**src/rtl/riscv_pkg.sv**
```systemverilog
// Shared definitions for the fetch front end: reset/bubble constants, fetch FSM states
// and the {pc, inst} entry carried through the fetch buffer.
package riscv_pkg;

  localparam logic [31:0] RESET_PC_DEFAULT = 32'h0000_0000;
  localparam logic [31:0] BUBBLE_INST      = 32'h0000_0000;
  localparam logic [31:0] BUBBLE_PC        = 32'hffff_fffc;
  localparam logic [31:0] PC_STEP          = 32'd4;

  typedef enum logic [1:0] {
    BOOT = 2'd0,
    RUN  = 2'd1,
    DROP = 2'd2
  } fetch_state_e;

  typedef struct packed {
    logic [31:0] pc;
    logic [31:0] inst;
  } fetch_entry_t;

  // PC increment wraps naturally at 2^32.
  function automatic logic [31:0] next_pc(input logic [31:0] pc);
    return pc + PC_STEP;
  endfunction

endpackage

```
**src/rtl/fetch_fifo.sv**
```systemverilog
// Small synchronous FIFO with flush, used as the fetch buffer (and later the decode queue).
// The head word is presented combinationally on rd_data.
module fetch_fifo #(
  parameter int DEPTH = 2,
  parameter int WIDTH = 64
) (
  input  logic                         clk,
  input  logic                         rst,
  input  logic                         flush,
  input  logic                         push,
  input  logic                         pop,
  input  logic [WIDTH-1:0]             wr_data,
  output logic [WIDTH-1:0]             rd_data,
  output logic [$clog2(DEPTH+1)-1:0]   count,
  output logic                         empty,
  output logic                         full
);

  localparam int AW = $clog2(DEPTH);
  localparam int CW = $clog2(DEPTH + 1);

  logic [WIDTH-1:0] mem [DEPTH];
  logic [AW-1:0]    rd_ptr;
  logic [AW-1:0]    wr_ptr;
  logic             do_push;
  logic             do_pop;

  assign empty   = (count == '0);
  assign full    = (count == CW'(DEPTH));
  assign do_pop  = pop && !empty;
  // A push into a full buffer is only taken when the head leaves in the same cycle.
  assign do_push = push && (!full || do_pop);
  assign rd_data = mem[rd_ptr];

  always_ff @(posedge clk) begin
    if (rst || flush) begin
      rd_ptr <= '0;
      wr_ptr <= '0;
      count  <= '0;
    end else begin
      if (do_push) wr_ptr <= wr_ptr + AW'(1);
      if (do_pop)  rd_ptr <= rd_ptr + AW'(1);
      count <= count + CW'(do_push) - CW'(do_pop);
    end
  end

  always_ff @(posedge clk) begin
    if (!rst && !flush && do_push) mem[wr_ptr] <= wr_data;
  end

endmodule

```
**src/rtl/if_fetch_unit.sv**
```systemverilog
// IF stage: owns the PC, issues credit-limited requests to instruction memory, buffers
// in-order responses and discards the ones made stale by a redirect.
module if_fetch_unit
  import riscv_pkg::*;
#(
  parameter logic [31:0] RESET_PC = RESET_PC_DEFAULT,
  parameter int          FB_DEPTH = 2,
  parameter int          MAX_OUT  = 2
) (
  input  logic        clk_cpu,
  input  logic        rst_cpu,
  input  logic        redirect,
  input  logic [31:0] redirect_pc,
  input  logic        stop,
  output logic        imem_req,
  output logic [31:0] imem_addr,
  input  logic        imem_ready,
  input  logic        imem_rvalid,
  input  logic [31:0] imem_rdata,
  output logic [31:0] pc_if,
  output logic [31:0] inst_if,
  output logic        if_valid
);

  localparam int CW = $clog2(MAX_OUT + 1);
  localparam int FW = $clog2(FB_DEPTH + 1);

  fetch_state_e  state;
  fetch_state_e  state_next;
  logic [31:0]   fetch_pc;
  logic [31:0]   resp_pc;
  logic [CW-1:0] out_cnt;
  logic [CW-1:0] out_cnt_next;
  logic [CW-1:0] drop_cnt;
  logic [CW-1:0] drop_cnt_next;

  logic          active;
  logic          redirect_act;
  logic          resp_act;
  logic          transfer;
  logic          fifo_push;
  logic          fifo_pop;
  logic [FW-1:0] fifo_count;
  logic          fifo_empty;
  logic          fifo_full;
  fetch_entry_t  head;
  fetch_entry_t  wr_entry;

  assign imem_addr = fetch_pc;
  assign wr_entry  = '{pc: resp_pc, inst: imem_rdata};
  assign if_valid  = !fifo_empty;
  assign pc_if     = fifo_empty ? BUBBLE_PC   : head.pc;
  assign inst_if   = fifo_empty ? BUBBLE_INST : head.inst;

  always_ff @(posedge clk_cpu) begin
    if (rst_cpu) begin
      state    <= BOOT;
      fetch_pc <= RESET_PC;
      resp_pc  <= RESET_PC;
      out_cnt  <= '0;
      drop_cnt <= '0;
    end else begin
      state    <= state_next;
      out_cnt  <= out_cnt_next;
      drop_cnt <= drop_cnt_next;
      if (redirect_act) begin
        fetch_pc <= redirect_pc;
        resp_pc  <= redirect_pc;
      end else begin
        if (transfer)  fetch_pc <= next_pc(fetch_pc);
        if (fifo_push) resp_pc  <= next_pc(resp_pc);
      end
    end
  end

  // Credits count both words in flight and words already buffered, so every
  // accepted request is guaranteed a FIFO slot when its response returns.
  always_comb begin
    state_next    = state;
    active        = (state != BOOT);
    redirect_act  = redirect && active;
    resp_act      = imem_rvalid && active;
    imem_req      = active && !redirect
                    && ((int'(out_cnt) + int'(fifo_count)) < FB_DEPTH)
                    && (int'(out_cnt) < MAX_OUT);
    transfer      = imem_req && imem_ready;
    fifo_push     = resp_act && !redirect && (drop_cnt == '0);
    fifo_pop      = if_valid && !stop && !redirect;
    out_cnt_next  = out_cnt + CW'(transfer) - CW'(resp_act);
    drop_cnt_next = drop_cnt;

    if (redirect_act) begin
      drop_cnt_next = out_cnt_next;
    end else if (resp_act && (drop_cnt != '0)) begin
      drop_cnt_next = drop_cnt - CW'(1);
    end

    case (state)
      BOOT: state_next = RUN;
      RUN: begin
        if (redirect && (out_cnt_next != '0)) state_next = DROP;
      end
      DROP: begin
        if (drop_cnt_next == '0) state_next = RUN;
      end
      default: state_next = BOOT;
    endcase
  end

  fetch_fifo #(
    .DEPTH (FB_DEPTH),
    .WIDTH ($bits(fetch_entry_t))
  ) u_fifo (
    .clk     (clk_cpu),
    .rst     (rst_cpu),
    .flush   (redirect_act),
    .push    (fifo_push),
    .pop     (fifo_pop),
    .wr_data (wr_entry),
    .rd_data (head),
    .count   (fifo_count),
    .empty   (fifo_empty),
    .full    (fifo_full)
  );

  always_ff @(posedge clk_cpu) begin
    if (!rst_cpu) assert (!(fifo_push && fifo_full && !fifo_pop));
  end

endmodule
```
**config.mk**
```make
export PLATFORM = sky130hd
export DESIGN_NAME = if_fetch_unit
export DESIGN_NICKNAME = d
export VERILOG_FILES = /design/src/rtl/riscv_pkg.sv /design/src/rtl/fetch_fifo.sv /design/src/rtl/if_fetch_unit.sv
export SDC_FILE = /design/constraint.sdc
export NUM_CORES = 1
export LEC_CHECK = 0
export BUFFER_PORTS_ARGS = -buffer_cell sky130_fd_sc_hd__buf_2
export CAP_MARGIN = 10
export CORE_UTILIZATION = 25
export CTS_BUF_LIST = sky130_fd_sc_hd__clkbuf_4
export CTS_CLUSTER_SIZE = 10
export DETAILED_ROUTE_END_ITERATION = 10
export GPL_ROUTABILITY_DRIVEN = 0
export HOLD_SLACK_MARGIN = 0.15
export PLACE_DENSITY = 0.43
export SLEW_MARGIN = 15
export SYNTH_ARGS = -nofsm -noshare
export SYNTH_HDL_FRONTEND = slang
export SYNTH_HIERARCHICAL = 1
export SYNTH_SLANG_ARGS = --single-unit
```
**constraint.sdc**
```tcl
create_clock -name clk_cpu -period 22.6 [get_ports clk_cpu]
set_input_delay 0 -clock clk_cpu [delete_from_list [all_inputs] [get_ports clk_cpu]]
set_output_delay 0 -clock clk_cpu [all_outputs]
set_load 0.05 [all_outputs]
```
==> metrics.md <==
| Metric | Value |
|---|---|
| Setup violators final | 0 |
| Cell count after synthesis | 793 |
| Worst R2R Start | u_fifo/count[0] |
| Vias in the first global route | 7227 |
| Final Hold Vio Count | 0 |
| Die area | 0.0378 mm2 |
| Min Hold Slack | 0.213 ns |
| Status | finished clean |
| Part of the power in combinational logic | 0.170 |
| Sink Count | 201 |
| Worst-Margin Slew | 1.12 ns |
| Min cycle time layout | 4.16 ns |
| Filler cells | 3753 |
| Final setup TNS | 0 ns |
| Core footprint | 0.0365 mm2 |
| Syn. warnings | 6 |
| Postcts setup bufs | 0 |
| Layout area overhead | 34.3% |
| RSZ-0062 raised after global routing | false |
| Num CTS Buffers | 58 |
| Worst Skew | 0.0195 ns |
| Worst Setup SP | u_fifo/count[0] |
| Max clock buf depth | 3 |
| Slowest-stage cell, CP | or4_4 |
| Dpl ws | 19.05 ns |
| CTS tree | built |
| Initial antenna violation count | 1 |
| Buffers on Ports | 167 |
| Max-slew violations | 0 |
| Share of layout cells above drive strength 1 | 0.333 |
| DP Cell Count | 1387 |
| CP Data Required Time | 23.20 ns |
| Vias post-DR | 7313 |
| Reg power frac | 0.473 |
| CP Max Fanout | 13 |
| FF+latch area | 0.00531 mm2 |
| Die H | 195 um |
| Grt ovf | 0 |
| Gr usage total | 0.138 |
| Final net count | 1168 |
| Syn_nets | 870 |
| Final period util | 0.184 |
| Worst setup margin | 18.44 ns |
| Clk Latency, worst-skew pair | 0.67 ns |
| Cell Area, Synth | 0.00927 mm2 |
| Pwr Density | 75.8 mW/mm2 |
| Int Power | 661 uW |
| Post-route ant nets | 0 |
| Area of the multi-input gates | 0.00372 mm2 |
| WL final | 26.4 mm |
| Starting density of the core | 0.254 |
| Worst slew margin | 0.246 |
| Data arrival time of the worst path | 4.76 ns |
| Row Count | 70 |
| Reg clk slew, reported paths | 0.06 ns |
| Number of max-cap violations | 0 |
| Die width | 195 um |
| Startpoint Class | flip-flop |
| Finished Layout Cells | 1604 |
| Crit path capture | state[0] |
| Post-DP HPWL | 17.0 mm |
| Pre-Repair DR Iteration Count | 4 |
| Worst path cell trace | and2_1 -> fa_1 -> or4_4 -> nor2_1 -> inv_1 -> ha_1 -> inv_1 -> ha_1 -> xnor3_1 -> a21oi_1 -> maj3_1 -> a211oi_1 -> dlygate4sd3_1 |
| Syn Area/Cell | 11.7 um2 |
| Crit. path cell count | 13 |
| Switching Fraction | 0.299 |
| Endpoint of the worst register-to-register path | state[0] |
| DR vias/cell | 4.56 |
| Cell chosen for the clock root | clkbuf_4 |
| Worst hold-check path type | in2reg |
| Fmax | 0.240 GHz |
| Max H-tree Level | 2 |
| Sw power | 282 uW |
| Crit Path Class | reg2reg |
| Final Core Density | 0.341 |
| Clock power frac | 0.356 |
| DRC | 0 |
| Max incr delay on CP | 0.63 ns |
| Critical path's top delay family | adder cells |
| Endpoint class of the critical path | flip-flop |
| WL per Instance | 16.4 um |
| Buffers plus inverters on the worst setup path | 3 |
| LEAKAGE | 4.54 nW |
| VDD IR max | 0.0000333 V |
| Iter 0 DRT Violations | 353 |
| Largest net degree at the start of global routing | 86 |
| Global-route wire length before repair | 40.7 mm |
| R2R cell count | 13 |
| Worst reg2reg setup slack | 18.44 ns |
| I/O pin count | 168 |
==> what timing repair did <==
| action | in CTS | in global routing |
|---|---|---|
| hold endpoints to repair | 137 | 0 |
| gates resized for setup | 0 | 0 |
| hold buffers | 112 | 0 |
==> per-stage QoR <==
stage / area, um2 / total power [mW]
finish: 12400 / 0.944
floorplan: 9270 / 0.550
global route: 12400 / 0.998
CTS: 12400 / 0.961
global placement: 10600 / 0.599
detailed placement: 10600 / 0.599
==> registers in the layout (all words and copies together) (netlist names), named ones only <==
signal         cells
u_fifo/rd_ptr      1
out_cnt            2
u_fifo/mem       128
resp_pc           31
imem_addr         31
drop_cnt           2
state              2
u_fifo/wr_ptr      1
u_fifo/count       2
==> power by group through the flow <==
stage	combinational, mW	sequential [mW]	clock [mW]
global route	0.175	0.451	0.371
floorplan	0.0824	0.468	0
detailed placement	0.145	0.455	0
global placement	0.144	0.454	0
finish	0.161	0.447	0.336
CTS	0.162	0.447	0.352
==> cell usage in the layout (no fill, tap or decap), types with 23 or more instances in the layout <==
| cell type | n |
|---|---|
| or2_2 | 32 |
| clkbuf_4 | 92 |
| nor2b_1 | 34 |
| buf_2 | 167 |
| dlygate4sd3_1 | 112 |
| nand2_1 | 34 |
| dfxtp_1 | 72 |
| edfxtp_1 | 128 |
| nor2_1 | 32 |
| nand3_1 | 24 |
| a21oi_1 | 29 |
| mux2_2 | 64 |
| o21bai_1 | 23 |
| a211oi_1 | 31 |
| nor3_1 | 34 |
==> worst min path at each step <==
stage	startpoint	endpoint	slack (ns)	cells after the start
floorplan	rst_cpu	flip-flop	0.08	1
global placement	imem_rdata[31]	u_fifo/mem[0][31]	0.19	1
detailed placement	imem_rdata[15]	u_fifo/mem[0][15]	0.19	1
CTS	redirect_pc[2]	resp_pc[2]	0.16	4
global route	redirect_pc[3]	imem_addr[3]	0.22	4
finish	redirect_pc[2]	resp_pc[2]	0.21	4
==> tightest hold or removal path: stages <==
cell           delay [ns]
dlygate4sd3_1        0.53
buf_2                0.10
o21bai_1             0.09
a21oi_1              0.11
==> area by class of cell <==
type / count / share of cell area
sequential: 201 / 0.427
multi-input combinational: 524 / 0.299
timing repair buffer: 288 / 0.163
clock buffer: 92 / 0.0555
tap: 468 / 0.0471
inverter: 18 / 0.00543
clock inverter: 12 / 0.00372
antenna: 1 / 0.000201
==> metal layers <==
layer	routed length (um)	vias to the layer above	part of all wire	track usage
met4	466	0	0.018	0.0444
met1	12700	3411	0.48	0.192
met5	0	-	0	0
met3	1580	40	0.060	0.0330
li1	-	3648	-	-
met2	11600	214	0.44	0.208
Note: power is estimated with default switching activity, not from simulation.
